<file path="src/rtl/ad_ip_jesd204_tpl_dac_dma_prefill_pkg.sv">
`default_nettype none
// ============================================================================
// Module      : ad_ip_jesd204_tpl_dac_dma_prefill_pkg
// Description : Shared constants for the DAC TPL DMA prefill buffer:
//               FSM state encodings, channel data-select code and a
//               saturating counter helper.
// Revision    : 1.0 - initial release
// ============================================================================
package ad_ip_jesd204_tpl_dac_dma_prefill_pkg;

   // FSM state encodings
   localparam logic [1:0] c_ST_IDLE      = 2'd0;
   localparam logic [1:0] c_ST_PREFILL   = 2'd1;
   localparam logic [1:0] c_ST_RUN       = 2'd2;
   localparam logic [1:0] c_ST_UNDERFLOW = 2'd3;

   // Channel data-select value that routes the DMA path to the DAC
   localparam logic [3:0] c_DATA_SEL_DMA = 4'h2;

   // 16-bit increment that sticks at all-ones instead of wrapping
   function automatic logic [15:0] f_sat_inc16(input logic [15:0] i_val);
      return (i_val == 16'hFFFF) ? i_val : (i_val + 16'd1);
   endfunction

endpackage
`default_nettype wire

</file>
<file path="src/rtl/ad_ip_jesd204_tpl_dac_dma_prefill_mem.sv">
`default_nettype none
// ============================================================================
// Module      : ad_ip_jesd204_tpl_dac_dma_prefill_mem
// Description : Simple dual-port storage array, synchronous write and
//               asynchronous (distributed) read. The array has no reset.
// Revision    : 1.0 - initial release
// ============================================================================
module ad_ip_jesd204_tpl_dac_dma_prefill_mem #(
   parameter int WIDTH  = 64,
   parameter int ADDR_W = 4
) (
   input  logic              clk,
   input  logic              i_wr_en,
   input  logic [ADDR_W-1:0] i_wr_addr,
   input  logic [WIDTH-1:0]  i_wr_data,
   input  logic [ADDR_W-1:0] i_rd_addr,
   output logic [WIDTH-1:0]  o_rd_data
);

   logic [WIDTH-1:0] r_mem [0:(1<<ADDR_W)-1];

   // Write port: store a beat at the write pointer
   always_ff @(posedge clk) begin
      if (i_wr_en) begin
         r_mem[i_wr_addr] <= i_wr_data;
      end
   end

   assign o_rd_data = r_mem[i_rd_addr];

endmodule
`default_nettype wire

</file>
<file path="src/rtl/ad_ip_jesd204_tpl_dac_dma_prefill.sv">
`default_nettype none
// ============================================================================
// Module      : ad_ip_jesd204_tpl_dac_dma_prefill
// Description : Elastic buffer in front of the DAC TPL channel DMA input.
//               Accepts bursty valid/ready beats, prefills to a threshold
//               once the channel selects DMA, then emits one beat per clock.
//               Empty-while-running is flagged, counted and replaced by
//               zeros, after which the buffer refills before resuming.
// Revision    : 1.0 - initial release
// ============================================================================
module ad_ip_jesd204_tpl_dac_dma_prefill
   import ad_ip_jesd204_tpl_dac_dma_prefill_pkg::*;
#(
   parameter int DATA_PATH_WIDTH = 4,
   parameter int BITS_PER_SAMPLE = 16,
   parameter int DEPTH_LOG2      = 4,
   parameter int PREFILL_LEVEL   = 8
) (
   input  logic                                       clk,
   input  logic                                       resetn,
   input  logic [DATA_PATH_WIDTH*BITS_PER_SAMPLE-1:0] s_axis_data,
   input  logic                                       s_axis_valid,
   output logic                                       s_axis_ready,
   input  logic                                       dac_enable,
   input  logic                                       dac_data_sync,
   output logic [DATA_PATH_WIDTH*BITS_PER_SAMPLE-1:0] dma_data,
   output logic                                       dma_underflow,
   output logic [15:0]                                underflow_cnt,
   output logic [DEPTH_LOG2:0]                        fifo_level
);

   localparam int                  c_W         = DATA_PATH_WIDTH * BITS_PER_SAMPLE;
   localparam logic [DEPTH_LOG2:0] c_LVL_FULL  = {1'b1, {DEPTH_LOG2{1'b0}}};
   localparam logic [DEPTH_LOG2:0] c_LVL_ONE   = {{DEPTH_LOG2{1'b0}}, 1'b1};
   localparam logic [DEPTH_LOG2:0] c_LVL_PRE   = PREFILL_LEVEL[DEPTH_LOG2:0];
   localparam logic [DEPTH_LOG2-1:0] c_PTR_ONE = {{(DEPTH_LOG2-1){1'b0}}, 1'b1};

   logic [1:0]            r_state;
   logic [1:0]            w_state_nxt;
   logic [DEPTH_LOG2-1:0] r_wr_ptr;
   logic [DEPTH_LOG2-1:0] r_rd_ptr;
   logic [DEPTH_LOG2:0]   r_level;
   logic [DEPTH_LOG2:0]   w_level_nxt;
   logic                  r_ready;
   logic                  w_push;
   logic                  w_pop;
   logic                  w_uf;
   logic [c_W-1:0]        w_rd_data;
   logic [c_W-1:0]        r_dma_data;
   logic                  r_dma_underflow;
   logic [15:0]           r_underflow_cnt;

   // Sync drops the handshake in the same cycle so no beat appears accepted during a flush
   assign s_axis_ready  = r_ready & ~dac_data_sync;
   assign w_push        = s_axis_valid & s_axis_ready;
   assign dma_data      = r_dma_data;
   assign dma_underflow = r_dma_underflow;
   assign underflow_cnt = r_underflow_cnt;
   assign fifo_level    = r_level;

   ad_ip_jesd204_tpl_dac_dma_prefill_mem #(
      .WIDTH  (c_W),
      .ADDR_W (DEPTH_LOG2)
   ) u_mem (
      .clk       (clk),
      .i_wr_en   (w_push),
      .i_wr_addr (r_wr_ptr),
      .i_wr_data (s_axis_data),
      .i_rd_addr (r_rd_ptr),
      .o_rd_data (w_rd_data)
   );

   // FSM state register
   always_ff @(posedge clk or negedge resetn) begin
      if (!resetn) begin
         r_state <= c_ST_IDLE;
      end else begin
         r_state <= w_state_nxt;
      end
   end

   // FSM next-state decode; sync overrides every other transition
   always_comb begin
      w_state_nxt = r_state;
      if (dac_data_sync) begin
         w_state_nxt = dac_enable ? c_ST_PREFILL : c_ST_IDLE;
      end else begin
         case (r_state)
            c_ST_IDLE: begin
               if (dac_enable) w_state_nxt = c_ST_PREFILL;
            end
            c_ST_PREFILL: begin
               if (!dac_enable)               w_state_nxt = c_ST_IDLE;
               else if (r_level >= c_LVL_PRE) w_state_nxt = c_ST_RUN;
            end
            c_ST_RUN: begin
               if (!dac_enable)        w_state_nxt = c_ST_IDLE;
               else if (r_level == '0) w_state_nxt = c_ST_UNDERFLOW;
            end
            c_ST_UNDERFLOW: begin
               w_state_nxt = c_ST_PREFILL;
            end
            default: begin
               w_state_nxt = c_ST_IDLE;
            end
         endcase
      end
   end

   // FSM outputs: pop while running with data, flag an empty running cycle
   always_comb begin
      w_pop = 1'b0;
      w_uf  = 1'b0;
      if (!dac_data_sync && (r_state == c_ST_RUN)) begin
         w_pop = (r_level != '0);
         w_uf  = (r_level == '0) & dac_enable;
      end
   end

   // Occupancy after this cycle's push/pop, used for both level and ready
   always_comb begin
      w_level_nxt = r_level;
      if (dac_data_sync) begin
         w_level_nxt = '0;
      end else if (w_push && !w_pop) begin
         w_level_nxt = r_level + c_LVL_ONE;
      end else if (!w_push && w_pop) begin
         w_level_nxt = r_level - c_LVL_ONE;
      end
   end

   // Pointers, level and registered ready
   always_ff @(posedge clk or negedge resetn) begin
      if (!resetn) begin
         r_wr_ptr <= '0;
         r_rd_ptr <= '0;
         r_level  <= '0;
         r_ready  <= 1'b0;
      end else begin
         r_level <= w_level_nxt;
         r_ready <= (w_level_nxt < c_LVL_FULL);
         if (dac_data_sync) begin
            r_wr_ptr <= '0;
            r_rd_ptr <= '0;
         end else begin
            if (w_push) r_wr_ptr <= r_wr_ptr + c_PTR_ONE;
            if (w_pop)  r_rd_ptr <= r_rd_ptr + c_PTR_ONE;
         end
      end
   end

   // Output beat register, underflow pulse and saturating event counter
   always_ff @(posedge clk or negedge resetn) begin
      if (!resetn) begin
         r_dma_data      <= '0;
         r_dma_underflow <= 1'b0;
         r_underflow_cnt <= 16'd0;
      end else begin
         r_dma_data      <= w_pop ? w_rd_data : '0;
         r_dma_underflow <= w_uf;
         if (w_uf) begin
            r_underflow_cnt <= f_sat_inc16(r_underflow_cnt);
         end
      end
   end

endmodule
`default_nettype wire
</file>
<file path="config.mk">
export PLATFORM = sky130hd
export DESIGN_NAME = ad_ip_jesd204_tpl_dac_dma_prefill
export DESIGN_NICKNAME = d
export VERILOG_FILES = /design/src/rtl/ad_ip_jesd204_tpl_dac_dma_prefill_pkg.sv /design/src/rtl/ad_ip_jesd204_tpl_dac_dma_prefill_mem.sv /design/src/rtl/ad_ip_jesd204_tpl_dac_dma_prefill.sv
export SDC_FILE = /design/constraint.sdc
export NUM_CORES = 1
export LEC_CHECK = 0
export BUFFER_PORTS_ARGS = -buffer_cell sky130_fd_sc_hd__buf_2
export CAP_MARGIN = 10
export CELL_PAD_IN_SITES_DETAIL_PLACEMENT = 0
export CELL_PAD_IN_SITES_GLOBAL_PLACEMENT = 1
export CORE_MARGIN = 5
export CORE_UTILIZATION = 55
export CTS_BUF_LIST = sky130_fd_sc_hd__clkbuf_4
export DETAILED_ROUTE_END_ITERATION = 6
export HOLD_SLACK_MARGIN = 0.03
export PLACE_DENSITY_LB_ADDON = 0.05
export SKIP_CTS_REPAIR_TIMING = 1
export SYNTH_ARGS = -nofsm -noshare
export SYNTH_HDL_FRONTEND = slang
export SYNTH_SLANG_ARGS = --single-unit
</file>
<file path="constraint.sdc">
create_clock -name clk -period 3.75 [get_ports clk]
set_clock_uncertainty 0.15 [all_clocks]
set_input_delay 0.375 -clock clk [delete_from_list [all_inputs] [get_ports clk]]
set_output_delay 0.375 -clock clk [all_outputs]
set_load 0.05 [all_outputs]
</file>
Word-level counts from Yosys, hierarchy flattened
Memories as Yosys holds them, arrays and structs flattened.
Index checks and enable logic that the tools add are counted.
{"block": "classes", "bitwise": 5, "reduce_logical": 13, "add_sub_neg": 5, "eq_ne": 7, "n_lt_le_gt_ge": 2, "mux": 20}
{"cell": "$mux 64", "n": 1}
{"cell": "$add 16x1->16 const B", "n": 1}
{"cell": "$eq 16x16->1 const B", "n": 1}
{"cell": "$mux 4", "n": 4}
{"cell": "$mux 5", "n": 3}
{"cell": "$mux 2", "n": 6}
{"cell": "$add 4x1->4 const B", "n": 2}
{"cell": "$ne 4x4->1 const B", "n": 2}
{"cell": "$pmux 2 s4", "n": 1}
{"cell": "$add 5x1->5 const B", "n": 1}
{"cell": "$ge 5x4->1 const B", "n": 1}
{"cell": "$logic_not 5->1", "n": 1}
{"cell": "$lt 5x5->1 const B", "n": 1}
{"cell": "$mux 1", "n": 5}
{"cell": "$reduce_bool 5->1", "n": 1}
{"cell": "$sub 5x1->5 const B", "n": 1}
{"cell": "$eq 2x2->1 const B", "n": 2}
{"cell": "$reduce_bool 2->1", "n": 2}
{"cell": "$and 1x1->1", "n": 3}
{"cell": "$logic_and 1x1->1", "n": 3}
{"cell": "$logic_not 1->1", "n": 3}
{"cell": "$ne 3x3->1 const B", "n": 1}
{"cell": "$reduce_and 3->1", "n": 1}
{"cell": "$eq 2x1->1 const B", "n": 1}
{"cell": "3 further kinds", "n": 4}
{"block": "totals", "mem_count": 1, "word_cells": 61, "register_bits": 97, "ram_bits": 1024}
{"name": "u_mem.r_mem", "depth": 16, "word_bits": 64, "rd": 1, "rd_clocked_by_memory_dff": 0, "wr": 1, "line": "ad_ip_jesd204_tpl_dac_dma_prefill_mem.sv:20", "text": "logic [WIDTH-1:0] r_mem [0:(1<<ADDR_W)-1];"}

Longest topological paths before layout
{"block": "logic_depth", "ltp_word": 9, "depth_mapped": 8, "ltp_nobuf": 6}

Cells and area by module
A second synthesis with hierarchy kept.
{"block": "hier_totals", "hier_cells": 1911, "hier_area_um2": 42203.0}
{"mod": "ad_ip_jesd204_tpl_dac_dma_prefill_mem", "n_inst": 1, "area_each_um2": 38300.5, "cells_per_inst": 1583}
{"mod": "ad_ip_jesd204_tpl_dac_dma_prefill", "n_inst": 1, "area_each_um2": 3902.5, "cells_per_inst": 328}

Least setup slack after synthesis
OpenSTA, ideal clock, no wires.
{"block": "synth_path", "kind": "input -> register", "startpoint": "in dac_data_sync", "endpoint": "mem u_mem.r_mem[12][0] (enable)", "path_slack_ns": 0.058, "t_arrival_ns": 3.113, "n_path_buf": 1, "setup_ns": 0.429, "path_stages": 4, "cell_sequence": "buf_2 nor2b_1 and4_1 and2_1"}
{"block": "synth_between", "elab_chain_cells": 5}
{"item": "start: declaration", "line": "ad_ip_jesd204_tpl_dac_dma_prefill.sv:25", "text": "input logic dac_data_sync,"}
{"item": "$not 1->1", "line": "ad_ip_jesd204_tpl_dac_dma_prefill.sv:54", "text": "assign s_axis_ready = r_ready & ~dac_data_sync;"}
{"item": "$and 1x1->1", "line": "ad_ip_jesd204_tpl_dac_dma_prefill.sv:54"}
{"item": "named net s_axis_ready", "line": "ad_ip_jesd204_tpl_dac_dma_prefill.sv:23", "text": "output logic s_axis_ready,"}
{"item": "$and 1x1->1", "line": "ad_ip_jesd204_tpl_dac_dma_prefill.sv:55", "text": "assign w_push = s_axis_valid & s_axis_ready;"}
{"item": "$mux 1", "line": "ad_ip_jesd204_tpl_dac_dma_prefill_mem.sv:24", "text": "if (i_wr_en) begin"}
{"item": "$mux 1 (not written as such)", "line": "ad_ip_jesd204_tpl_dac_dma_prefill_mem.sv:25", "text": "r_mem[i_wr_addr] <= i_wr_data;"}
{"item": "end: declaration", "line": "ad_ip_jesd204_tpl_dac_dma_prefill_mem.sv:20"}
The timed path passes the listed nets, and every way through them passes these cells.

Worst setup path after layout
{"block": "layout_path", "startpoint": "reg r_level[0] (netlist: fifo_level[0])", "endpoint": "reg r_dma_data[39] (netlist: dma_data[39])"}
{"block": "layout_between", "elab_chain_cells": 3}
{"item": "start: declaration", "line": "ad_ip_jesd204_tpl_dac_dma_prefill.sv:42", "text": "logic [DEPTH_LOG2:0] r_level;"}
{"item": "start signal: assignment", "line": "ad_ip_jesd204_tpl_dac_dma_prefill.sv:140", "text": "r_level <= w_level_nxt;"}
{"item": "$reduce_bool 5->1", "line": "ad_ip_jesd204_tpl_dac_dma_prefill.sv:115", "text": "w_pop = (r_level != '0);"}
{"item": "$mux 1", "line": "ad_ip_jesd204_tpl_dac_dma_prefill.sv:114", "text": "if (!dac_data_sync && (r_state == c_ST_RUN)) begin"}
{"item": "$mux 64", "line": "ad_ip_jesd204_tpl_dac_dma_prefill.sv:159", "text": "r_dma_data <= w_pop ? w_rd_data : '0;"}
{"item": "end signal: assignment", "line": "ad_ip_jesd204_tpl_dac_dma_prefill.sv:159"}
{"item": "end: declaration", "line": "ad_ip_jesd204_tpl_dac_dma_prefill.sv:49", "text": "logic [c_W-1:0] r_dma_data;"}
No other way between the ends.
A chain may end at the register's enable or synchronous reset.

==> impl_metrics.ini <==
[outcome]
status = finished clean

[logic_synthesis]
synth_edf_count = 1024
synth_nets = 1917
ys_seq_area_frac = 0.782
avgSynthCellArea_um2 = 23.1
async_flop_share = 0.0865
synth_cell_type_count = 49
syn_inst = 1836
yosys_warnings = 0
synth_top_area_cell = edfxtp_1
synthesis.area_mm2 = 0.0424
synth_top_area_share = 0.725
synth_seq_cells = 1121
synth-main-ff-cell = edfxtp_1
synth.area.top_cells = edfxtp_1 72%, mux4_2 14%, dfrtp_1 5.7%

[sta]
maxSlewHeadroom = 0.222
final_hold_viol_count = 0
tightest_slew_ns = 1.17
rsz0062_at_grt = false
setup_slack_ns = 0.866
clock.fmax_mhz = 347
min_period_over_period = 0.769
setup_viol = 0
layout_min_cycle_time_ns = 2.88
fin_setup_tns_ns = 0
maxSlewViolCount = 0

[drt]
routed_wl_mm = 94.2
drtIter0Drc = 1692
wl_per_cell_um = 26.1
viasPerCell = 5.82
dr.pass1.iters = 5
vias = 21000
postRouteAntennaNets = 0
drc = 0

[grt]
grt_pass1_vias = 22000
grt_pass1_wl_mm = 140
antenna_found_initial = 4
grt_max_degree = 65
gr-total-overflow = 0
grt.total_usage = 0.230

[placed_design]
numPortBuffers = 155
dp.cells = 3001
gp_congestion = 0.784
hpwl_mm = 51.2
dp_slack_ns = 0.859

[clock_network]
max-clock-path-buffers = 4
insertion_delay_ns = 1.07
cts-root-buf = clkbuf_4
path_clk_slew_ns = 0.07
cts_sinks = 1121
h-tree-depth = 5
cts_tree = yes
cts_buffers = 297

[power]
vdd_ir_drop_max_mv = 0.300
total_power_mw = 25.6
power_density_mw_per_mm2 = 518
p_leak_nw = 16.5

[critical_path]
reg2reg_setup_slack_ns = 0.87
path_buf_inv = 2
r2r-start = fifo_level[0]
worstSetupPathType = flip-flop to flip-flop
cp_max_fo = 64
slowest_stage = buf_4
r2r-end = dma_data[39]
rr_worst_depth = 7
crit_path_cell_trace = inv_1 > ha_1 > nor4b_4 > nor2_1 > nand2_4 > buf_4 > o22ai_1
crit_required_ns = 4.42
max_stage_delay_ns = 0.86
path_delay_family = buffers and inverters
crit_arrival_ns = 3.56
crit_cells = 7
endpoint_kind = flip-flop
cp-start-kind = flip-flop

[floorplanning]
start_util = 0.557
die_h_um = 288
pin_count = 156
die_area_mm2 = 0.0828
die_w_um = 288
rows = 101
coreArea_mm2 = 0.0762

[finish]
nFillCells = 5305
finalNonFillerCells = 3603
post-route-util = 0.650
syn_to_final_growth_pct = 16.7
final_layout_size_suffix_gt1_frac = 0.385
nets = 2441

[hold_path]
whs_path_depth = 2
hold_class = input port to flip-flop
holdPathEnd = u_mem.r_mem[2][44]
min_from = s_axis_data[44]

[flow_run]
drv_cap = 0
## routing by layer
| layer | up-vias | GRT usage | routed length, um | part of all wire |
|---|---|---|---|---|
| li1 | 8980 | - | - | - |
| met1 | 11100 | 0.334 | 40900 | 0.43 |
| met2 | 698 | 0.360 | 45900 | 0.49 |
| met3 | 173 | 0.0481 | 5420 | 0.058 |
| met4 | 0 | 0.0745 | 1900 | 0.020 |
| met5 | - | 0 | 0 | 0 |
## report_power, final
| part | internal [mW] | total (mW) | switching, mW |
|---|---|---|---|
| logic | 0.560 | 1.35 | 0.787 |
| clock network | 5.74 | 10.4 | 4.69 |
| registers | 13.8 | 13.9 | 0.0893 |
## cell usage in the layout (no fill, tap or decap), types with 15 or more instances in the layout
master	synthesis	final
dlygate4sd3_1	0	89
dfrtp_1	97	94
xor2_1	19	19
mux2i_1	131	131
buf_4	1	47
edfxtp_1	1024	1024
buf_12	0	27
clkbuf_4	0	453
o22ai_1	67	67
mux4_2	256	256
nand2_1	15	15
clkinv_1	0	34
and2_4	0	16
buf_2	42	154
## cells in the mapped netlist, types with 3 or more instances
cell type  count
nand2b_1       4
edfxtp_1    1024
nor4b_1        3
nor2_1        12
nand3_1        9
inv_1          8
ha_1          12
nand4_1        7
dfrtp_1       97
xor2_1        19
buf_6         24
buf_2         42
nand2_1       15
a21oi_1        5
mux2i_1      131
mux4_2       256
nor3_1         9
nor4_1         3
and4_1         3
o21ai_0        7
nor2b_1        5
buf_1         11
o22ai_1       67
clkbuf_1      15
and2_1        17
## registers in the layout, indices dropped and copies added (netlist names)
| register | flops |
|---|---|
| u_mem.r_mem | 1024 |
| dma_data | 64 |
| underflow_cnt | 16 |
| fifo_level | 5 |
| r_rd_ptr | 4 |
| r_wr_ptr | 4 |
| r_state | 2 |
| dma_underflow | 1 |
| r_ready | 1 |
## how the worst max path moves through the flow
| stage | from | endpoint | slack (ns) |
|---|---|---|---|
| 2_1_floorplan | dac_data_sync | u_mem.r_mem[12][0] | 0.06 |
| 4_1_cts | fifo_level[0] | dma_data[39] | 0.84 |
| 5_1_grt | fifo_level[0] | dma_data[39] | 0.66 |
| 3_3_place_gp | s_axis_valid | u_mem.r_mem[10][55] | 0.95 |
| 3_5_place_dp | s_axis_valid | u_mem.r_mem[10][59] | 0.86 |
| 6_report | fifo_level[0] | dma_data[39] | 0.87 |
## area by class of cell
class / instances / area, um^2 / area share
timing repair buffer: 318 / 2580 / 0.0522
sequential: 1121 / 33200 / 0.671
inverter: 8 / 30.0 / 0.000607
clock inverter: 51 / 303 / 0.00612
antenna: 8 / 20.0 / 0.000404
tap: 1030 / 1290 / 0.0260
clock buffer: 453 / 3400 / 0.0687
multi-input combinational: 614 / 8680 / 0.175
## worst register-to-register path: cells and delay by family (launching register included)
family | cells | cell delay, ns
flip-flops | 1 | 0.45
adder cells (fa/ha/maj) | 1 | 0.21
buffers and inverters | 2 | 1.02
AND/OR/NAND/NOR | 3 | 0.57
AO/OA/AOI/OAI | 1 | 0.24
## through the flow
stage / hold slack, ns / cell area, um^2
global route: 0.00338 / 49500
CTS: -0.921 / 48600
finish: 0.0831 / 49500
floorplan: -0.0706 / 42400
global placement: 0.296 / 44900
detailed placement: 0.307 / 44900
## kinds of logic after synthesis
family,after synthesis,synth area share
AO/OA/AOI/OAI,91,0.0137
XOR/XNOR,20,0.00413
adder cells (fa/ha/maj),12,0.00354
buffers and inverters,101,0.0145
flip-flops,1121,0.782
multiplexers,389,0.167
AND/OR/NAND/NOR,102,0.0147
No activity file was read; power rests on OpenSTA's default activity.
